**src/rtl/floo_route_decode_unit_if.sv**
```systemverilog
// floo_route_decode_unit_if
// Header, routing-context and result signals of one route decoder.
// The slave modport faces the decoder and the master modport faces the driver.
// The default-port inputs exist only when ROUTE_DEFAULT_PORT_EN is defined.

interface floo_route_decode_unit_if #(
    parameter int unsigned NumRoutes    = 5,
    parameter int unsigned XWidth       = 3,
    parameter int unsigned YWidth       = 3,
    parameter int unsigned NumAddrRules = 4,
    parameter int unsigned IdWidth      = XWidth + YWidth,
    parameter int unsigned IdxWidth     = $clog2(NumRoutes)
);

    // Header and routing context presented with the flit
    logic                             valid_i;
    logic                             mcast_i;
    logic                             table_mode_i;
    logic [XWidth-1:0]                dst_x_i;
    logic [YWidth-1:0]                dst_y_i;
    logic [XWidth-1:0]                mask_x_i;
    logic [YWidth-1:0]                mask_y_i;
    logic [XWidth-1:0]                xy_x_i;
    logic [YWidth-1:0]                xy_y_i;
    logic [NumRoutes-1:0]             in_port_i;
    logic [NumAddrRules*IdxWidth-1:0] rule_idx_i;
    logic [NumAddrRules*IdWidth-1:0]  rule_start_i;
    logic [NumAddrRules*IdWidth-1:0]  rule_end_i;
`ifdef ROUTE_DEFAULT_PORT_EN
    logic [IdxWidth-1:0]              default_idx_i;
    logic                             en_default_i;
`endif

    // Registered decode result
    logic                             valid_o;
    logic [NumRoutes-1:0]             route_sel_o;
    logic                             dec_valid_o;
    logic                             dec_error_o;

    modport slave (
        output valid_o,
        output route_sel_o,
        output dec_valid_o,
        output dec_error_o,
        input  valid_i,
        input  mcast_i,
        input  table_mode_i,
        input  dst_x_i,
        input  dst_y_i,
        input  mask_x_i,
        input  mask_y_i,
        input  xy_x_i,
        input  xy_y_i,
        input  in_port_i,
        input  rule_idx_i,
        input  rule_start_i,
        input  rule_end_i
`ifdef ROUTE_DEFAULT_PORT_EN
        ,
        input  default_idx_i,
        input  en_default_i
`endif
    );

    modport master (
        input  valid_o,
        input  route_sel_o,
        input  dec_valid_o,
        input  dec_error_o,
        output valid_i,
        output mcast_i,
        output table_mode_i,
        output dst_x_i,
        output dst_y_i,
        output mask_x_i,
        output mask_y_i,
        output xy_x_i,
        output xy_y_i,
        output in_port_i,
        output rule_idx_i,
        output rule_start_i,
        output rule_end_i
`ifdef ROUTE_DEFAULT_PORT_EN
        ,
        output default_idx_i,
        output en_default_i
`endif
    );

endinterface

```
**src/rtl/floo_route_decode_unit.sv**
```systemverilog
// floo_route_decode_unit
// Per-input-port route decoder of the XY-mesh router. It turns a flit header
// into an output-port select vector: one-hot for unicast (XY routing or the
// ID address-rule table) and multi-hot for multicast (destination plus
// don't-care mask, routed on the XY tree). The result is registered so it is
// ready one cycle later for the switch allocator.
// Port order: 0 Eject, 1 South, 2 West, 3 North, 4 East.
// Optional feature: define ROUTE_DEFAULT_PORT_EN to add a default port that
// is used on a table miss when en_default_i is set.

module floo_route_decode_unit #(
    parameter int unsigned NumRoutes    = 5,
    parameter int unsigned XWidth       = 3,
    parameter int unsigned YWidth       = 3,
    parameter int unsigned NumAddrRules = 4,
    parameter int unsigned IdWidth      = XWidth + YWidth,
    parameter int unsigned IdxWidth     = $clog2(NumRoutes)
) (
    input  logic                          clk_i,
    input  logic                          rst_i,
    floo_route_decode_unit_if.slave       bus
);

    localparam int unsigned PortEject = 0;
    localparam int unsigned PortSouth = 1;
    localparam int unsigned PortWest  = 2;
    localparam int unsigned PortNorth = 3;
    localparam int unsigned PortEast  = 4;

    // Turns a port index into a one-hot select; indices past the last port give zero
    function automatic logic [NumRoutes-1:0] portOneHot(input logic [IdxWidth-1:0] idx);
        logic [NumRoutes-1:0] sel;
        sel = '0;
        for (int p = 0; p < NumRoutes; p++) begin
            sel[p] = (idx == IdxWidth'(p));
        end
        return sel;
    endfunction

    // Unicast XY routing results
    logic [NumRoutes-1:0]    w_xySel;

    // ID-table lookup results
    logic [IdWidth-1:0]      w_dstId;
    logic [NumAddrRules-1:0] w_ruleMatch;
    logic                    w_tblHit;
    logic [IdxWidth-1:0]     w_hitIdx;
    logic                    w_idxLegal;
    logic [NumRoutes-1:0]    w_tblSel;
    logic                    w_tblValid;
    logic                    w_tblError;

    // Multicast tree results
    logic                    w_xHit;
    logic                    w_yHit;
    logic                    w_eastAny;
    logic                    w_westAny;
    logic                    w_northAny;
    logic                    w_southAny;
    logic                    w_fromNs;
    logic [NumRoutes-1:0]    w_mcSel;

    // Selected next-state values
    logic [NumRoutes-1:0]    w_nextSel;
    logic                    w_nextDecValid;
    logic                    w_nextDecError;

    // Output registers
    logic                    r_valid;
    logic [NumRoutes-1:0]    r_routeSel;
    logic                    r_decValid;
    logic                    r_decError;

    // Dimension-ordered routing: resolve X first, then Y, eject when both agree
    always_comb begin
        w_xySel = '0;
        if ((bus.dst_x_i == bus.xy_x_i) && (bus.dst_y_i == bus.xy_y_i)) begin
            w_xySel[PortEject] = 1'b1;
        end else if (bus.dst_x_i == bus.xy_x_i) begin
            if (bus.dst_y_i < bus.xy_y_i) begin
                w_xySel[PortSouth] = 1'b1;
            end else begin
                w_xySel[PortNorth] = 1'b1;
            end
        end else if (bus.dst_x_i < bus.xy_x_i) begin
            w_xySel[PortWest] = 1'b1;
        end else begin
            w_xySel[PortEast] = 1'b1;
        end
    end

    // The destination ID packs Y in the upper bits
    assign w_dstId = {bus.dst_y_i, bus.dst_x_i};

    // Each rule covers the half-open ID range [start, end)
    for (genvar g = 0; g < NumAddrRules; g++) begin : gen_rule_match
        assign w_ruleMatch[g] =
            (bus.rule_start_i[g*IdWidth +: IdWidth] <= w_dstId) &&
            (w_dstId < bus.rule_end_i[g*IdWidth +: IdWidth]);
    end

    // Scan rules in ascending order so the highest matching rule is the one kept
    always_comb begin
        w_tblHit = 1'b0;
        w_hitIdx = '0;
        for (int r = 0; r < NumAddrRules; r++) begin
            if (w_ruleMatch[r]) begin
                w_tblHit = 1'b1;
                w_hitIdx = bus.rule_idx_i[r*IdxWidth +: IdxWidth];
            end
        end
    end

    // Compare with one spare bit so a port count that fills the index field still works
    assign w_idxLegal = ({1'b0, w_hitIdx} < (IdxWidth + 1)'(NumRoutes));

    // Table outcome: a legal hit routes and flags valid, anything else is an error
    always_comb begin
        w_tblSel   = '0;
        w_tblValid = 1'b0;
        w_tblError = 1'b0;
        if (w_tblHit && w_idxLegal) begin
            w_tblSel   = portOneHot(w_hitIdx);
            w_tblValid = 1'b1;
        end else begin
`ifdef ROUTE_DEFAULT_PORT_EN
            if (!w_tblHit && bus.en_default_i) begin
                w_tblSel = portOneHot(bus.default_idx_i);
            end else begin
                w_tblError = 1'b1;
            end
`else
            w_tblError = 1'b1;
`endif
        end
    end

    // The mask widens the destination to a set; this router is in it when all
    // cared-about bits agree, and the set extends past us when its extreme
    // member (all masked bits high or low) lies beyond our coordinate
    assign w_xHit     = ((bus.xy_x_i ^ bus.dst_x_i) & ~bus.mask_x_i) == '0;
    assign w_yHit     = ((bus.xy_y_i ^ bus.dst_y_i) & ~bus.mask_y_i) == '0;
    assign w_eastAny  = (bus.dst_x_i | bus.mask_x_i) > bus.xy_x_i;
    assign w_westAny  = (bus.dst_x_i & ~bus.mask_x_i) < bus.xy_x_i;
    assign w_northAny = (bus.dst_y_i | bus.mask_y_i) > bus.xy_y_i;
    assign w_southAny = (bus.dst_y_i & ~bus.mask_y_i) < bus.xy_y_i;
    assign w_fromNs   = bus.in_port_i[PortSouth] | bus.in_port_i[PortNorth];

    // Tree fan-out: never back out the input port, and once travelling in Y never turn to X
    always_comb begin
        w_mcSel            = '0;
        w_mcSel[PortEject] = w_xHit & w_yHit;
        w_mcSel[PortSouth] = w_xHit & w_southAny & ~bus.in_port_i[PortSouth];
        w_mcSel[PortWest]  = w_westAny & ~bus.in_port_i[PortWest] & ~w_fromNs;
        w_mcSel[PortNorth] = w_xHit & w_northAny & ~bus.in_port_i[PortNorth];
        w_mcSel[PortEast]  = w_eastAny & ~bus.in_port_i[PortEast] & ~w_fromNs;
    end

    // Multicast overrides the table-mode bit; status flags only report table lookups
    always_comb begin
        w_nextSel      = w_xySel;
        w_nextDecValid = 1'b0;
        w_nextDecError = 1'b0;
        if (bus.mcast_i) begin
            w_nextSel = w_mcSel;
        end else if (bus.table_mode_i) begin
            w_nextSel      = w_tblSel;
            w_nextDecValid = w_tblValid;
            w_nextDecError = w_tblError;
        end
    end

    // Register the decision; the route and flags only move when a header is present
    always_ff @(posedge clk_i) begin
        if (rst_i) begin
            r_valid    <= 1'b0;
            r_routeSel <= '0;
            r_decValid <= 1'b0;
            r_decError <= 1'b0;
        end else begin
            r_valid <= bus.valid_i;
            if (bus.valid_i) begin
                r_routeSel <= w_nextSel;
                r_decValid <= w_nextDecValid;
                r_decError <= w_nextDecError;
            end
        end
    end

    assign bus.valid_o     = r_valid;
    assign bus.route_sel_o = r_routeSel;
    assign bus.dec_valid_o = r_decValid;
    assign bus.dec_error_o = r_decError;

    // A multicast header must name exactly one arrival port for suppression to make sense
    assert property (@(posedge clk_i) disable iff (rst_i)
        (bus.valid_i && bus.mcast_i) |-> $onehot(bus.in_port_i));

endmodule

```
**src/flat_wrapper.sv**
```systemverilog
// flat-port wrapper written by rule: the top's interface ports become plain ports
module floo_route_decode_unit_flat 
#(
    parameter int unsigned NumRoutes    = 5,
    parameter int unsigned XWidth       = 3,
    parameter int unsigned YWidth       = 3,
    parameter int unsigned NumAddrRules = 4,
    parameter int unsigned IdWidth      = XWidth + YWidth,
    parameter int unsigned IdxWidth     = $clog2(NumRoutes)
)
  (clk_i, rst_i, bus_valid_o, bus_route_sel_o, bus_dec_valid_o, bus_dec_error_o, bus_valid_i, bus_mcast_i, bus_table_mode_i, bus_dst_x_i, bus_dst_y_i, bus_mask_x_i, bus_mask_y_i, bus_xy_x_i, bus_xy_y_i, bus_in_port_i, bus_rule_idx_i, bus_rule_start_i, bus_rule_end_i);
  floo_route_decode_unit_if #(.NumRoutes(NumRoutes), .XWidth(XWidth), .YWidth(YWidth), .NumAddrRules(NumAddrRules), .IdWidth(IdWidth), .IdxWidth(IdxWidth)) bus_i ();
  input  logic clk_i;
  input  logic rst_i;
  output wire logic [$bits(bus_i.valid_o)-1:0] bus_valid_o;
  output wire logic [$bits(bus_i.route_sel_o)-1:0] bus_route_sel_o;
  output wire logic [$bits(bus_i.dec_valid_o)-1:0] bus_dec_valid_o;
  output wire logic [$bits(bus_i.dec_error_o)-1:0] bus_dec_error_o;
  input wire logic [$bits(bus_i.valid_i)-1:0] bus_valid_i;
  input wire logic [$bits(bus_i.mcast_i)-1:0] bus_mcast_i;
  input wire logic [$bits(bus_i.table_mode_i)-1:0] bus_table_mode_i;
  input wire logic [$bits(bus_i.dst_x_i)-1:0] bus_dst_x_i;
  input wire logic [$bits(bus_i.dst_y_i)-1:0] bus_dst_y_i;
  input wire logic [$bits(bus_i.mask_x_i)-1:0] bus_mask_x_i;
  input wire logic [$bits(bus_i.mask_y_i)-1:0] bus_mask_y_i;
  input wire logic [$bits(bus_i.xy_x_i)-1:0] bus_xy_x_i;
  input wire logic [$bits(bus_i.xy_y_i)-1:0] bus_xy_y_i;
  input wire logic [$bits(bus_i.in_port_i)-1:0] bus_in_port_i;
  input wire logic [$bits(bus_i.rule_idx_i)-1:0] bus_rule_idx_i;
  input wire logic [$bits(bus_i.rule_start_i)-1:0] bus_rule_start_i;
  input wire logic [$bits(bus_i.rule_end_i)-1:0] bus_rule_end_i;
  assign bus_valid_o = bus_i.valid_o;
  assign bus_route_sel_o = bus_i.route_sel_o;
  assign bus_dec_valid_o = bus_i.dec_valid_o;
  assign bus_dec_error_o = bus_i.dec_error_o;
  assign bus_i.valid_i = bus_valid_i;
  assign bus_i.mcast_i = bus_mcast_i;
  assign bus_i.table_mode_i = bus_table_mode_i;
  assign bus_i.dst_x_i = bus_dst_x_i;
  assign bus_i.dst_y_i = bus_dst_y_i;
  assign bus_i.mask_x_i = bus_mask_x_i;
  assign bus_i.mask_y_i = bus_mask_y_i;
  assign bus_i.xy_x_i = bus_xy_x_i;
  assign bus_i.xy_y_i = bus_xy_y_i;
  assign bus_i.in_port_i = bus_in_port_i;
  assign bus_i.rule_idx_i = bus_rule_idx_i;
  assign bus_i.rule_start_i = bus_rule_start_i;
  assign bus_i.rule_end_i = bus_rule_end_i;
  floo_route_decode_unit #(.NumRoutes(NumRoutes), .XWidth(XWidth), .YWidth(YWidth), .NumAddrRules(NumAddrRules), .IdWidth(IdWidth), .IdxWidth(IdxWidth)) u_core (.clk_i(clk_i), .rst_i(rst_i), .bus(bus_i));
endmodule
```
**config.mk**
```make
export PLATFORM = sky130hd
export DESIGN_NAME = floo_route_decode_unit_flat
export DESIGN_NICKNAME = d
export VERILOG_FILES = /design/src/rtl/floo_route_decode_unit_if.sv /design/src/rtl/floo_route_decode_unit.sv /design/src/flat_wrapper.sv
export SDC_FILE = /design/constraint.sdc
export NUM_CORES = 1
export LEC_CHECK = 0
export ABC_AREA = 1
export BUFFER_PORTS_ARGS = -buffer_cell sky130_fd_sc_hd__buf_2
export CORE_MARGIN = 3
export CORE_UTILIZATION = 44
export CTS_CLUSTER_DIAMETER = 200
export CTS_CLUSTER_SIZE = 16
export DETAILED_ROUTE_END_ITERATION = 12
export PLACE_DENSITY = 0.89
export SYNTH_ARGS = -nofsm -noshare
export SYNTH_HDL_FRONTEND = slang
export SYNTH_SLANG_ARGS = --single-unit
```
**constraint.sdc**
```tcl
create_clock -name clk_i -period 1.7 [get_ports clk_i]
set_input_delay 0.085 -clock clk_i [delete_from_list [all_inputs] [get_ports clk_i]]
set_output_delay 0.085 -clock clk_i [all_outputs]
set_load 0.05 [all_outputs]
```
==> flow_metrics.py <==
metrics = {
    "grt": {
        "grt_max_degree": 12,
        "grt_pass1_wl_mm": 10.8,
        "antenna_found_initial": 0,
        "track_usage_pct": 22.1,
        "grt_pass1_vias": 2595,
        "overflow": 0,
    },
    "timing": {
        "hold_viol": 0,
        "final_max_slew_viol_count": 0,
        "period_share_pct": 113,
        "setup_viol": 7,
        "max_slew_margin_pct": 71.2,
        "max_clock_freq_ghz": 0.520,
        "rsz0062_at_grt": "yes",
        "timing.final.ws_setup_ns": -0.222,
        "fin_crit_ns": 1.92,
        "tightest_slew_ns": 0.431,
        "clock_skew_ns": 0,
    },
    "setup_path": {
        "path_buf_inv": 3,
        "critical_path.slowest_cell": "or2_2",
        "slowest_delay_ns": 0.32,
        "cp_data_required_time_ns": 1.87,
        "path_cells": "buf_12 -> clkinvlp_4 -> buf_4 -> ha_4 -> nand2_1 -> nor2_2 -> o21ai_1 -> o211ai_1 -> nand2_1 -> nand2_2 -> or2_2 -> nand2_4 -> nand3_1 -> o21ai_1 -> nand2_1 -> a21oi_2",
        "startpoint_type": "primary input",
        "worstSetupEndpointType": "register",
        "crit_path_max_fanout": 7,
        "worst-setup-path-type": "primary input to register",
        "crit_arrival_ns": 2.09,
        "crit_family": "simple AND/OR/NAND/NOR gates",
        "critPathMostFrequentCell": "nand2_1",
    },
    "logic_synthesis": {
        "synth_area_leader_cell": "ha_1",
        "yosys_register_bits": 8,
        "netlist_instances": 358,
        "synth_nets": 506,
        "synth_top_area_share_pct": 33.8,
        "synth.avg_cell_area_sq_um": 6.21,
        "ys_seq_area_share_pct": 7.21,
        "synthTopCellsByArea": "ha_1 34%, nand2_1 15%, inv_1 13%, dfxtp_1 7.2%, nand3_1 5.9%",
        "syn-cell-area_sq_um": 2220,
        "ys_types": 31,
        "yosys_warnings": 0,
    },
    "cells_and_area": {
        "drive_gt1_share_pct": 37.5,
        "stdcell_count": 544,
        "diodes": 0,
        "post-route-cell-area_sq_um": 3290,
        "fillers": 425,
        "fin_nets": 627,
        "synthToLayoutAreaGrowth_pct": 47.9,
    },
    "route": {
        "drt_first_pass_iters": 4,
        "dr_wl_met2_mm": 3.32,
        "wl_met1_mm": 3.11,
        "ant_nets": 0,
        "drc": 0,
        "wl_per_cell_um": 12.9,
        "drt-total-wl_mm": 7.04,
        "dr.max_layer_used": "met4",
        "wl_met3_um": 465,
        "drt-vias-per-instance": 4.97,
        "dr_total_vias": 2705,
        "dr.first_iter.drc_count": 80,
    },
    "place": {
        "port_buffers": 94,
        "pre_cts_ws_ns": -0.430,
        "gp_congestion": 0.843,
        "placed_cells": 532,
        "hpwl_mm": 5.51,
        "placed_cell_area_sq_um": 2890,
    },
    "clocking": {
        "cts_tree": "done",
        "path_clk_slew_ns": 0.04,
        "cts_root_buffer": "clkbuf_8",
        "clock-sinks": 8,
        "htree_levels": 1,
        "clock_latency_ns": 0.23,
        "clockBufferDepth": 2,
        "cts_buffers": 3,
    },
    "floorplanning": {
        "ios": 96,
        "die_area_sq_um": 5940,
        "die_y_um": 77.1,
        "coreArea_sq_um": 4820,
        "rows": 25,
        "start_util_pct": 46.1,
        "die_w_um": 77.1,
    },
    "power": {
        "total_power_mw": 1.37,
        "powerDensity_nw_per_um2": 418,
        "p_leak_nw": 1.89,
        "ir_drop_mv": 0.391,
    },
    "run": {
        "cap_violations": 0,
    },
    "min_path": {
        "min_path_type": "primary input to register",
    },
    "run_status": {
        "violations": "setup timing",
        "outcome": "finished, violations left",
    },
}
## synth_stat cells, drive strengths merged
cell type   n
o32ai       1
clkbuf      2
ha         60
a21o        1
dfxtp       8
nor2       24
nand4       6
o21ai      10
nor3        2
inv        75
a21oi      27
nor3b       1
nand2      97
a22oi       1
nand3      26
or2         6
a2111oi     2
mux2i       1
o41ai       1
o22ai       2
o21bai      2
o31ai       1
a211oi      1
o211ai      1
## sequential cells by signal, indices dropped and copies added, names as in the netlist
name and count:
u_core.bus.dec_valid_o 1, u_core.bus.dec_error_o 1, u_core.bus.valid_o 1, u_core.bus.route_sel_o 5
## stage by stage
step                      hold slack [ns]  TNS [ns]  utilization, %
after global routing                0.154     -2.24            68.2
final                               0.136     -1.33            68.2
after detailed placement            0.355     -2.82            60.1
after CTS                           0.116    -0.844            63.0
after global placement              0.351     -2.42            60.1
after floorplan                     0.245         0               -
## layer usage
layer,global-route usage (%),up-vias
met4,5.52,0
met1,26.9,1198
met3,4.93,12
li1,-,1408
met5,0,-
met2,39.2,87
## final cells by class
type	instances	area, sq um	area share (%)
tap	67	83.8	2.55
timing repair buffer	118	712	21.7
inverter	75	289	8.79
sequential	8	160	4.87
clock buffer	3	41.3	1.26
multi-input combinational	273	2000	60.9
## cells by family after synthesis
logic type,after synthesis,synth area share [%]
simple gates,162,31.4
flops,8,7.21
compound gates,50,14.2
fa+ha+maj,60,33.8
buf+inv,77,13.0
mux,1,0.450
## power by group
group,total (mW),internal [mW],switching (mW)
sequential,0.204,0.199,0.00461
clock,0.225,0.153,0.0718
combinational,0.947,0.409,0.538
total,1.37,0.761,0.614
## final timing paths
check	from	to	slack (ns)	cells after the start
hold reg to reg	u_core.bus.dec_valid_o	u_core.bus.dec_valid_o	0.46	2
setup / recovery	bus_dst_y_i[2]	u_core.bus.route_sel_o[3]	-0.22	16
hold / removal	rst_i	u_core.bus.route_sel_o[3]	0.14	2
setup reg to reg	u_core.bus.route_sel_o[3]	u_core.bus.route_sel_o[3]	0.97	4
## cells in the final DEF (no fill, tap or decap), drive strengths merged, types with 2 or more instances in the layout
cell type | netlist | layout
buf | 0 | 118
nand2 | 97 | 97
inv | 75 | 73
ha | 60 | 60
a21oi | 27 | 27
nand3 | 26 | 26
nor2 | 24 | 24
o21ai | 10 | 10
dfxtp | 8 | 8
nand4 | 6 | 6
or2 | 6 | 6
clkbuf | 2 | 3
clkinvlp | 0 | 2
o21bai | 2 | 2
nor3 | 2 | 2
o22ai | 2 | 2
a2111oi | 2 | 2
## repair_timing
action / CTS / global route
gates resized for setup: 14 / 44
pin swaps: 1 / 31
hold buffers: 0 / 0
setup buffers: 2 / 7
endpoints found under the setup margin: 7 / 7
Note: power is estimated with default switching activity, not from simulation.
